File: config.mk
export PLATFORM = sky130hd
export DESIGN_NAME = irq_conditioner
export DESIGN_NICKNAME = d
export VERILOG_FILES = /design/src/rtl/irq_conditioner_pkg.sv /design/src/rtl/irq_debounce.sv /design/src/rtl/irq_conditioner.sv
export SDC_FILE = /design/constraint.sdc
export NUM_CORES = 1
export LEC_CHECK = 0
export CAP_MARGIN = 10
export CORE_MARGIN = 5
export CORE_UTILIZATION = 57
export CTS_CLUSTER_DIAMETER = 100
export DETAILED_ROUTE_END_ITERATION = 8
export PLACE_DENSITY_LB_ADDON = 0.1
export SETUP_SLACK_MARGIN = 0.05
export SLEW_MARGIN = 40
export SYNTH_ARGS = -nofsm -noshare
export SYNTH_HDL_FRONTEND = slang
export SYNTH_HIERARCHICAL = 1
export SYNTH_SLANG_ARGS = --single-unit
File: constraint.sdc
create_clock -name clk_i -period 6.9 [get_ports clk_i]
set_input_delay 0.69 -clock clk_i [delete_from_list [all_inputs] [get_ports clk_i]]
set_output_delay 0.69 -clock clk_i [all_outputs]
set_load 0.02 [all_outputs]
File: src/rtl/irq_conditioner_pkg.sv
// Shared constants and types for the interrupt conditioner: line count, register offsets,
// reset values and the bus response state.
package irq_conditioner_pkg;

    localparam int unsigned NumLines = 4;
    localparam int unsigned DbCntW   = 20;

    localparam logic [3:0] OffPending = 4'h0;
    localparam logic [3:0] OffEnable  = 4'h4;
    localparam logic [3:0] OffCount   = 4'h8;
    localparam logic [3:0] OffLevel   = 4'hC;

    localparam logic [NumLines-1:0] EnableRst = 4'hF;

    typedef enum logic {StIdle, StResp} bus_state_e;

    function automatic logic [7:0] popcount(input logic [NumLines-1:0] v);
        logic [7:0] cnt;
        cnt = '0;
        for (int i = 0; i < NumLines; i++) begin
            cnt = cnt + 8'(v[i]);
        end
        return cnt;
    endfunction

endpackage

File: src/rtl/irq_debounce.sv
// One interrupt line: 2-flop synchronizer followed by a saturating-window debounce counter
// that updates the stable level only after DEBOUNCE_CYCLES consistent samples.
module irq_debounce
    import irq_conditioner_pkg::*;
#(
    parameter int unsigned DEBOUNCE_CYCLES = 100000
) (
    input  logic clk_i,
    input  logic reset_i,
    input  logic raw_i,
    output logic stable_o
);

    localparam logic [DbCntW-1:0] CntMax = DbCntW'(DEBOUNCE_CYCLES - 1);

    logic [1:0]        sync_q;
    logic [DbCntW-1:0] cnt_q, cnt_d;
    logic              stable_q, stable_d;

    always_comb begin
        cnt_d    = cnt_q;
        stable_d = stable_q;
        if (sync_q[1] == stable_q) begin
            cnt_d = '0;
        end else if (cnt_q == CntMax) begin
            stable_d = sync_q[1];
            cnt_d    = '0;
        end else begin
            cnt_d = cnt_q + 1'b1;
        end
    end

    always_ff @(posedge clk_i or posedge reset_i) begin
        if (reset_i) begin
            sync_q   <= '0;
            cnt_q    <= '0;
            stable_q <= 1'b0;
        end else begin
            sync_q   <= {sync_q[0], raw_i};
            cnt_q    <= cnt_d;
            stable_q <= stable_d;
        end
    end

    assign stable_o = stable_q;

endmodule

File: src/rtl/irq_conditioner.sv
// Four debounced interrupt lines with rising-edge pending latches, enable mask, edge counter
// and a 4-register native-bus window answered one cycle after the request.
module irq_conditioner
    import irq_conditioner_pkg::*;
#(
    parameter int unsigned DEBOUNCE_CYCLES = 100000,
    parameter logic [31:0] BASE_ADDR       = 32'h1000_0010
) (
    input  logic        clk_i,
    input  logic        reset_i,
    input  logic [3:0]  irq_raw_i,
    input  logic        bus_valid_i,
    input  logic [31:0] bus_addr_i,
    input  logic [31:0] bus_wdata_i,
    input  logic [3:0]  bus_wstrb_i,
    output logic        bus_ready_o,
    output logic [31:0] bus_rdata_o,
    output logic [3:0]  irq_out_o,
    output logic [7:0]  irq_counter_o
);

    logic [NumLines-1:0] stable;
    logic [NumLines-1:0] stable_prev_q;
    logic [NumLines-1:0] rise;
    logic [NumLines-1:0] pending_q, pending_d;
    logic [NumLines-1:0] enable_q, enable_d;
    logic [7:0]          count_q, count_d;
    logic [31:0]         rdata_q, rdata_d;
    bus_state_e          state_q, state_d;

    logic [31:0] offset;
    logic        accept, is_wr, wr_en;
    logic [31:0] rd_val;
    logic        unused_bits;

    for (genvar i = 0; i < NumLines; i++) begin : g_line
        irq_debounce #(
            .DEBOUNCE_CYCLES(DEBOUNCE_CYCLES)
        ) u_debounce (
            .clk_i   (clk_i),
            .reset_i (reset_i),
            .raw_i   (irq_raw_i[i]),
            .stable_o(stable[i])
        );
    end

    assign rise = stable & ~stable_prev_q;

    // Unsigned subtraction also rejects addresses below the base.
    assign offset = bus_addr_i - BASE_ADDR;
    assign accept = bus_valid_i && (offset < 32'd16) && (state_q == StIdle);
    assign is_wr  = accept && (bus_wstrb_i != 4'b0000);
    assign wr_en  = is_wr && bus_wstrb_i[0];

    always_comb begin
        rd_val = '0;
        unique case (offset[3:2])
            OffPending[3:2]: rd_val[NumLines-1:0] = pending_q;
            OffEnable[3:2]:  rd_val[NumLines-1:0] = enable_q;
            OffCount[3:2]:   rd_val[7:0]          = count_q;
            OffLevel[3:2]:   rd_val[NumLines-1:0] = stable;
        endcase
    end

    always_comb begin
        pending_d = pending_q;
        enable_d  = enable_q;
        count_d   = count_q + popcount(rise);
        rdata_d   = '0;
        state_d   = StIdle;

        if (accept) begin
            state_d = StResp;
            if (!is_wr) begin
                rdata_d = rd_val;
            end
        end

        if (wr_en) begin
            unique case (offset[3:2])
                OffPending[3:2]: pending_d = pending_q & ~bus_wdata_i[NumLines-1:0];
                OffEnable[3:2]:  enable_d  = bus_wdata_i[NumLines-1:0];
                OffCount[3:2]:   count_d   = popcount(rise);
                OffLevel[3:2]:   ;
            endcase
        end

        // New edges override a same-cycle W1C.
        pending_d = pending_d | rise;
    end

    always_ff @(posedge clk_i or posedge reset_i) begin
        if (reset_i) begin
            stable_prev_q <= '0;
            pending_q     <= '0;
            enable_q      <= EnableRst;
            count_q       <= '0;
            rdata_q       <= '0;
            state_q       <= StIdle;
        end else begin
            stable_prev_q <= stable;
            pending_q     <= pending_d;
            enable_q      <= enable_d;
            count_q       <= count_d;
            rdata_q       <= rdata_d;
            state_q       <= state_d;
        end
    end

    assign bus_ready_o   = (state_q == StResp);
    assign bus_rdata_o   = rdata_q;
    assign irq_out_o     = pending_q & enable_q;
    assign irq_counter_o = count_q;

    assign unused_bits = ^{bus_wdata_i[31:8], offset[1:0]};

endmodule

==> flow_metrics.tcl, run 1 <==
set metrics [dict create \
    cts_tree "yes" \
    drt_iter0_drc 257 \
    clock.fmax_ghz 0.296 \
    post_cts_buffers 0 \
    relSlewSlack 0.498 \
    vias 5080 \
    yosys-top-cells-area "dfrtp_1, xnor2_1, nor2_1, buf_4, a21oi_1" \
    cp_max_fo 4 \
    syn_area_per_cell_sq_um 10.0 \
    dp_hpwl_mm 9.83 \
    path_clk_slew_ns 0.05 \
    dieArea_sq_um 13500 \
    portBuffers 65 \
    power.switching_mw 0.362 \
    coreArea_sq_um 10900 \
    worstReg2RegStart "g_line[1].u_debounce/stable_o$_DFFE_PP0P_" \
    htree_levels 4 \
    synth-seq-area-share 0.473 \
    synthArstFlopShare 1.00 \
    finalCritPeriodShare 0.490 \
    tightest_slew_ns 0.752 \
    cts_resized 0 \
    vdd_ir_drop_max_v 0.000149 \
    drive_gt1_frac 0.108 \
    die_h_microns 116 \
    drv_slew 0 \
    track_usage 0.220 \
    period_needed_ns 3.38 \
    grt_pass1_vias 4962 \
    hold_class "flop to flop" \
    clk_latency_ns 0.41 \
    cp-end-kind "flop" \
    fin_area_sq_um 7690 \
    worst-setup-path-type "input pin to flop" \
    multi_input_area_sq_um 3120 \
    mappedNetlistArea_sq_um 6410 \
    drc_errors 0 \
    nFillCells 835 \
    cts-root-buf "clkbuf_16" \
    die_w_microns 116 \
    area_growth_pct 20.1 \
    antenna_found_initial 0 \
    fin_tns_setup_ns 0 \
    synth_top_cell_area_share 0.457 \
    synth.ff_latch_count 121 \
    ys.flop_type "dfrtp_1" \
    maxCapViolations 0 \
    cts_sinks 121 \
    hold_start "g_line[1].u_debounce/sync_q[0]$_DFF_PP0_" \
    routabilityCongestion 0.921 \
    nets 794 \
    avgViaCountPerCell 5.90 \
    required_ns 7.23 \
    place_area_sq_um 7070 \
    synthTopCellsByCount "dfrtp_1, nor2_1, xnor2_1" \
    regArea_sq_um 3030 \
    pwr-share-seq 0.417 \
    p_per_area_nw_per_um2 227 \
    yosysMostFrequentCell "dfrtp_1" \
    start_util 0.586 \
    worst_ep_arrival_time_ns 3.71 \
    fp-row-count 38 \
    drt-pass1-iter-count 5 \
    n_antenna_cell 0 \
    synth_cells 638 \
    synth_top_cell_by_area "dfrtp_1" \
    crit_path_start "bus_addr_i[9]" \
    grt-ovfl-total 0 \
    grt_pass1_wl_mm 23.5 \
    ctsLongestPathBuffers 2 \
    status "finished, final reports clean" \
    worstSetupStartpointType "input pin" \
    fin_worst_skew_ns 0.0111 \
    p_int_mw 1.38 \
    synth_edf_count 0 \
    ios 120 \
    wl_per_cell_microns 16.3 \
    r2r_slack_ns 3.94 \
    wl_mm 14.0 \
    cts_buffers 17 \
    pwr-share-clk 0.529 \
    grt_max_degree 30 \
    rsz0062_at_grt "false" \
    leakage_nw 3.07 \
    finalHoldViolations 0 \
    pwr-share-comb 0.055 \
    setup_viol 0 \
    yosysWarnings 6 \
    ant_nets 0 \
    hold_buffers 0 \
    switching_share 0.208 \
    yosysUniqueCellTypes 53 \
]
-- per-stage QoR --
stage	power [mW]	util	std cells	hold slack (ns)	worst slack [ns]
global route	1.81	0.704	861	0.354	3.41
global placement	0.831	0.646	829	0.331	3.20
floorplan	0.802	-	661	0.331	3.95
detailed placement	0.834	0.646	829	0.339	3.17
CTS	1.76	0.704	861	0.348	3.60
finish	1.74	0.704	861	0.343	3.52
-- cells by family (layout without fill, tap and decap cells) --
group           after synthesis  count (layout)  synth area share
compound gates               77              77            0.0766
xor+xnor                     54              54            0.0738
fa+ha+maj                    11              11            0.0238
buf+inv                      60             120            0.0539
flops                       121             121             0.473
mux                          17              17            0.0367
other cells                   1              24          0.000585
simple gates                297             297             0.261
-- cell type report --
class | instances | area share
clock buffers | 25 | 0.0670
multi-input cells | 480 | 0.406
inverters | 23 | 0.0112
flip-flops and latches | 121 | 0.394
well taps | 140 | 0.0228
clock inverters | 7 | 0.0146
repair buffers | 65 | 0.0846
-- layer usage --
metal  global-route usage  part of all wire  vias to the layer above
li1                     -                 -                     2401
met1                0.287              0.43                     2464
met2                0.357              0.47                      201
met3               0.0601             0.088                       14
met4               0.0704            0.0088                        0
met5                    0                 0                        -
-- power by group through the flow --
| stage | clock network, mW | logic, mW | registers (mW) |
|---|---|---|---|
| 5_1_grt | 0.972 | 0.106 | 0.727 |
| 4_1_cts | 0.937 | 0.0963 | 0.726 |
| 2_1_floorplan | 0 | 0.0661 | 0.736 |
| 3_5_place_dp | 0 | 0.0958 | 0.738 |
| 3_3_place_gp | 0 | 0.0933 | 0.737 |
| 6_report | 0.921 | 0.0956 | 0.726 |
-- final timing paths --
check	end	cells past startpoint
min in group asynchronous	g_line[2].u_debounce/sync_q[0]$_DFF_PP0_	2
setup / recovery	enable_q[3]$_DFFE_PP1P_	7
hold / removal	g_line[1].u_debounce/sync_q[1]$_DFF_PP0_	0
max in group asynchronous	bus_rdata_o[0]$_DFF_PP0_	2
setup reg to reg	irq_counter_o[7]$_DFF_PP0_	11
hold reg to reg	g_line[1].u_debounce/sync_q[1]$_DFF_PP0_	0
-- cell usage in the layout, fill, tap and decap left out, types with 27 or more instances in the layout --
cell             netlist  final
nand3_1               34     34
nor2_1                75     75
xnor2_1               38     38
o21ai_0               28     28
or3_1                 28     28
nand4_1               27     27
dfrtp_1              117    117
a21oi_1               35     35
clkdlybuf4s50_1        0     65
-- state kept, by name, indices dropped and copies added (netlist names) --
name                        count
stable_prev_q                   4
g_line.u_debounce/cnt_q        80
bus_rdata_o                     8
enable_q                        4
g_line.u_debounce/sync_q        8
g_line.u_debounce/stable_o      4
irq_counter_o                   8
pending_q                       4
bus_ready_o                     1
-- worst max-delay path, cell delays in order --
cell             delay (ns)
clkdlybuf4s50_1        0.48
or3_1                  0.47
nor4_1                 0.53
nand4_1                0.20
mux2i_1                0.28
nor4_2                 0.65
mux2_2                 0.41
Note: power is estimated with default switching activity, not from simulation.
==> inputs of run 2 (changes only) <==
Settings changed: CORE_UTILIZATION 57 to 53.
Clock period 6.9 ns to 3.3 ns, I/O delays scaled along.
==> flow_metrics.tcl, run 2 (synthesized netlist as in run 1, its figures left out) <==
set metrics [dict create \
    grt-ovfl-total 0 \
    grt_max_degree 24 \
    routabilityCongestion 0.930 \
    nets 798 \
    die_w_microns 120 \
    post_cts_buffers 0 \
    drt_iter0_drc 227 \
    start_util 0.538 \
    top_register "g_line.u_debounce/cnt_q" \
    cts_sinks 121 \
    cp-end-kind "flop" \
    finalCritPeriodShare 0.909 \
    dp_hpwl_mm 9.98 \
    cts_buffers 17 \
    fin_worst_skew_ns 0.00858 \
    nFillCells 967 \
    track_usage 0.199 \
    critPathBufInv 0 \
    avgViaCountPerCell 5.80 \
    wl_mm 14.0 \
    setup_viol 0 \
    drive_gt1_frac 0.110 \
    period_needed_ns 3.00 \
    crit_family "adder cells" \
    vdd_ir_drop_max_v 0.000362 \
    fin_area_sq_um 7690 \
    grt_pass1_vias 4825 \
    path_cells "nor2b_1, fa_1, ha_1, ha_1, ha_1, a21o_1, a21oi_1, nor2_1, nand3_1, xor2_1, nor2_1" \
    hold_class "flop to flop" \
    drc_errors 0 \
    cp_max_fo 5 \
    fin_tns_setup_ns 0 \
    cts-root-buf "clkbuf_16" \
    cp_common_cell "ha_1" \
    coreArea_sq_um 11900 \
    dieArea_sq_um 14400 \
    status "finished, final reports clean" \
    portBuffers 65 \
    die_h_microns 120 \
    area_growth_pct 20.0 \
    fp-row-count 40 \
    worstSetupStartpointType "flop" \
    wl_per_cell_microns 16.0 \
    maxCapViolations 0 \
    finalHoldViolations 0 \
    mostFrequentLayoutCell "dfrtp_1" \
    n_antenna_cell 0 \
    p_per_area_nw_per_um2 459 \
    drt-pass1-iter-count 5 \
    grt_pass1_wl_mm 23.3 \
    ios 120 \
    rsz0062_at_grt "false" \
    place_area_sq_um 7100 \
    worst_path_max_delay_cell "fa_1" \
    vias 5058 \
    htree_levels 4 \
    relSlewSlack 0.500 \
    largest_reg_flops 80 \
    clk_latency_ns 0.41 \
    worst_ep_arrival_time_ns 3.29 \
    final_cell_mix "dfrtp_1, nor2_1, clkdlybuf4s50_1" \
    antenna_found_initial 0 \
    leakage_nw 3.07 \
    clock.fmax_ghz 0.333 \
    cp_slowest_stage_delay_ns 0.49 \
    hold_buffers 0 \
    tightest_slew_ns 0.744 \
    worst-setup-path-type "flop to flop" \
    ctsLongestPathBuffers 2 \
    cts_resized 0 \
    cts_tree "yes" \
    ant_nets 0 \
    required_ns 3.59 \
    path_clk_slew_ns 0.05 \
    drv_slew 0 \
]
run 2: worst register-to-register path, stage by stage (launching register included):
cell and delay [ns]:
dfrtp_1 0.42, nor2b_1 0.32, fa_1 0.49, ha_1 0.22, ha_1 0.33, ha_1 0.29
a21o_1 0.16, a21oi_1 0.22, nor2_1 0.13, nand3_1 0.11, xor2_1 0.15, nor2_1 0.05
run 2: layout make-up:
cell class | instances | area [sq um] | share of cell area
multi-input combinational | 480 | 3120 | 0.406
sequential | 121 | 3030 | 0.394
timing repair buffer | 69 | 681 | 0.0885
clock buffer | 25 | 495 | 0.0644
tap | 147 | 184 | 0.0239
clock inverter | 7 | 90.1 | 0.0117
inverter | 23 | 86.3 | 0.0112
run 2: worst paths after layout:
kind,cells after the start,slack (ns),endpoint,from
worst max register to register,11,0.30,irq_counter_o[7]$_DFF_PP0_,g_line[3].u_debounce/stable_o$_DFFE_PP0P_
worst min-delay path,0,0.35,g_line[3].u_debounce/sync_q[1]$_DFF_PP0_,g_line[3].u_debounce/sync_q[0]$_DFF_PP0_
worst max-delay path,11,0.30,irq_counter_o[7]$_DFF_PP0_,g_line[3].u_debounce/stable_o$_DFFE_PP0P_
min in group asynchronous,2,0.53,irq_counter_o[2]$_DFF_PP0_,reset_i
worst min register to register,0,0.35,g_line[3].u_debounce/sync_q[1]$_DFF_PP0_,g_line[3].u_debounce/sync_q[0]$_DFF_PP0_
max in group asynchronous,3,2.19,enable_q[0]$_DFFE_PP1P_,reset_i
run 2: per-stage QoR:
stage | worst slack, ns | cells | util | total power, mW | hold slack (ns)
4_1_cts | 0.289 | 872 | 0.646 | 3.56 | 0.349
2_1_floorplan | 0.594 | 661 | - | 1.68 | 0.331
6_report | 0.300 | 872 | 0.646 | 3.53 | 0.347
3_5_place_dp | 0.0892 | 840 | 0.596 | 1.74 | 0.336
5_1_grt | 0.0999 | 872 | 0.646 | 3.66 | 0.340
3_3_place_gp | 0.0690 | 840 | 0.596 | 1.74 | 0.335
run 2: metal layers:
metal  part of all wire  vias up  routed length [microns]  global-route usage
met5                  0        -                        0                   0
met4              0.018        0                      247              0.0666
met3              0.072       24                     1000              0.0660
met2               0.47      189                     6570               0.311
met1               0.44     2434                     6120               0.260
li1                   -     2411                        -                   -
run 2: report_power, final:
group | total [mW] | leakage [nW] | internal [mW] | switching (mW)
Combinational | 0.200 | 1.18 | 0.0814 | 0.119
Clock | 1.81 | 0.283 | 1.19 | 0.621
Sequential | 1.52 | 1.60 | 1.50 | 0.0152
Total | 3.53 | 3.07 | 2.77 | 0.755
==> inputs of run 3 (changes only) <==
Settings changed: PLACE_DENSITY from default to 0.81, PLACE_DENSITY_LB_ADDON 0.1 to default, SLEW_MARGIN 40 to 20.
==> flow_metrics.tcl, run 3 (synthesized netlist as in run 1, its figures left out) <==
set metrics [dict create \
    status "finished, final reports clean" \
    nets 797 \
    required_ns 3.59 \
    tightest_slew_ns 0.928 \
    clk_latency_ns 0.41 \
    leakage_nw 3.10 \
    grt-ovfl-total 0 \
    place_area_sq_um 7090 \
    antenna_found_initial 1 \
    cts-root-buf "clkbuf_16" \
    pwr-share-clk 0.538 \
    r2r_cells 11 \
    path_clk_slew_ns 0.06 \
    switching_share 0.204 \
    dp_cells 839 \
    cp_max_fo 5 \
    fin_area_sq_um 7750 \
    mostFrequentLayoutCell "dfrtp_1" \
    period_needed_ns 3.13 \
    n_antenna_cell 0 \
    power.switching_mw 0.758 \
    layout_setup_ws_ns 0.170 \
    die_h_microns 120 \
    portBuffers 65 \
    pwr-share-seq 0.408 \
    cts_sinks 121 \
    dp_slack_ns -0.000288 \
    top_register "g_line.u_debounce/cnt_q" \
    relSlewSlack 0.375 \
    worst-setup-path-type "flop to flop" \
    die_w_microns 120 \
    clock.fmax_ghz 0.319 \
    final_cell_mix "dfrtp_1, nor2_1, clkdlybuf4s50_1" \
    vias 5246 \
    ant_nets 0 \
    cp-end-kind "flop" \
    avgViaCountPerCell 6.02 \
    cts_resized 0 \
    p_int_mw 2.96 \
    p_per_area_nw_per_um2 481 \
    hold_class "flop to flop" \
    stdcell_count 871 \
    drc_errors 0 \
    grt_pass1_wl_mm 25.5 \
    drt_iter0_drc 268 \
    finalHoldViolations 0 \
    min_path_cells 0 \
    grt_max_degree 30 \
    pwr-share-comb 0.054 \
    fin_worst_skew_ns 0.00701 \
    maxCapViolations 0 \
    drt-pass1-iter-count 5 \
    vdd_ir_drop_max_v 0.000259 \
    coreArea_sq_um 11900 \
    wl_mm 15.3 \
    post_cts_buffers 0 \
    dp_hpwl_mm 10.2 \
    worst_ep_arrival_time_ns 3.42 \
    largest_reg_flops 80 \
    track_usage 0.219 \
    routabilityCongestion 0.910 \
    fin_tns_setup_ns 0 \
    rsz0062_at_grt "false" \
    ios 120 \
    hold_slack_ns 0.338 \
    ctsLongestPathBuffers 2 \
    cts_buffers 17 \
    worstSetupStartpointType "flop" \
    wl_per_cell_microns 17.5 \
    cts_tree "yes" \
    drv_slew 0 \
    setup_viol 0 \
    htree_levels 4 \
    fp-row-count 40 \
    dieArea_sq_um 14400 \
    grt_pass1_vias 5348 \
    area_growth_pct 20.9 \
    drive_gt1_frac 0.108 \
    start_util 0.538 \
    hold_buffers 0 \
    nFillCells 921 \
    finalCritPeriodShare 0.949 \
]
==> run 3: changes by cell type in the layout (fill, tap and decap cells not counted) <==
cell / before / now
buf_4: 4 / 3
nor2b_1: 9 / 7
nor2b_2: 0 / 2
clkbuf_8: 4 / 6
inv_1: 18 / 22
nor4_1: 15 / 16
clkbuf_1: 4 / 2
bufinv_16: 2 / 4
clkinvlp_4: 2 / 0
inv_2: 5 / 1
nor4_2: 2 / 1
==> run 3: power groups by stage <==
stage / clock network [mW] / registers [mW] / logic [mW]
finish: 2.00 / 1.52 / 0.201
global route: 2.11 / 1.52 / 0.222
CTS: 2.03 / 1.52 / 0.203
detailed placement: 0 / 1.54 / 0.200
global placement: 0 / 1.54 / 0.194
floorplan: 0 / 1.54 / 0.138
==> run 3: critical path, stage by stage (launching register included) <==
cell     delay [ns]
dfrtp_1        0.40
nor2b_1        0.35
fa_1           0.48
ha_1           0.23
ha_1           0.34
ha_1           0.30
a21o_1         0.17
a21oi_1        0.29
nor2_1         0.14
nand3_1        0.12
xor2_1         0.15
nor2_1         0.05
==> run 3: metal layers <==
metal	global-route usage	share of wire	vias up
met5	0	0.00085	-
met4	0.0816	0.017	2
met3	0.0669	0.074	25
met2	0.383	0.51	232
li1	-	-	2409
met1	0.251	0.40	2578
==> run 3: area by class of cell <==
cell class	instances	area, sq um	area share
clock buffer	25	515	0.0665
clock inverter	7	135	0.0174
inverter	23	86.3	0.0111
timing repair buffer	68	673	0.0869
tap	147	184	0.0237
sequential	121	3030	0.392
multi-input combinational	480	3120	0.403
==> run 3: per-stage QoR <==
step                power (mW)  utilization
floorplan                 1.68            -
global placement          1.74        0.595
detailed placement        1.74        0.595
CTS                       3.75        0.650
global route              3.85        0.650
finish                    3.72        0.650
==> run 3: final timing paths <==
path                            slack (ns)                                        to                                 startpoint
max in group asynchronous             2.09  g_line[3].u_debounce/cnt_q[15]$_DFF_PP0_                                    reset_i
worst min-delay path                  0.34  g_line[1].u_debounce/sync_q[1]$_DFF_PP0_   g_line[1].u_debounce/sync_q[0]$_DFF_PP0_
worst min register to register        0.34  g_line[1].u_debounce/sync_q[1]$_DFF_PP0_   g_line[1].u_debounce/sync_q[0]$_DFF_PP0_
min in group asynchronous             0.54                    pending_q[2]$_DFF_PP0_                                    reset_i
worst max register to register        0.17                irq_counter_o[7]$_DFF_PP0_  g_line[0].u_debounce/stable_o$_DFFE_PP0P_
worst max-delay path                  0.17                irq_counter_o[7]$_DFF_PP0_  g_line[0].u_debounce/stable_o$_DFFE_PP0P_
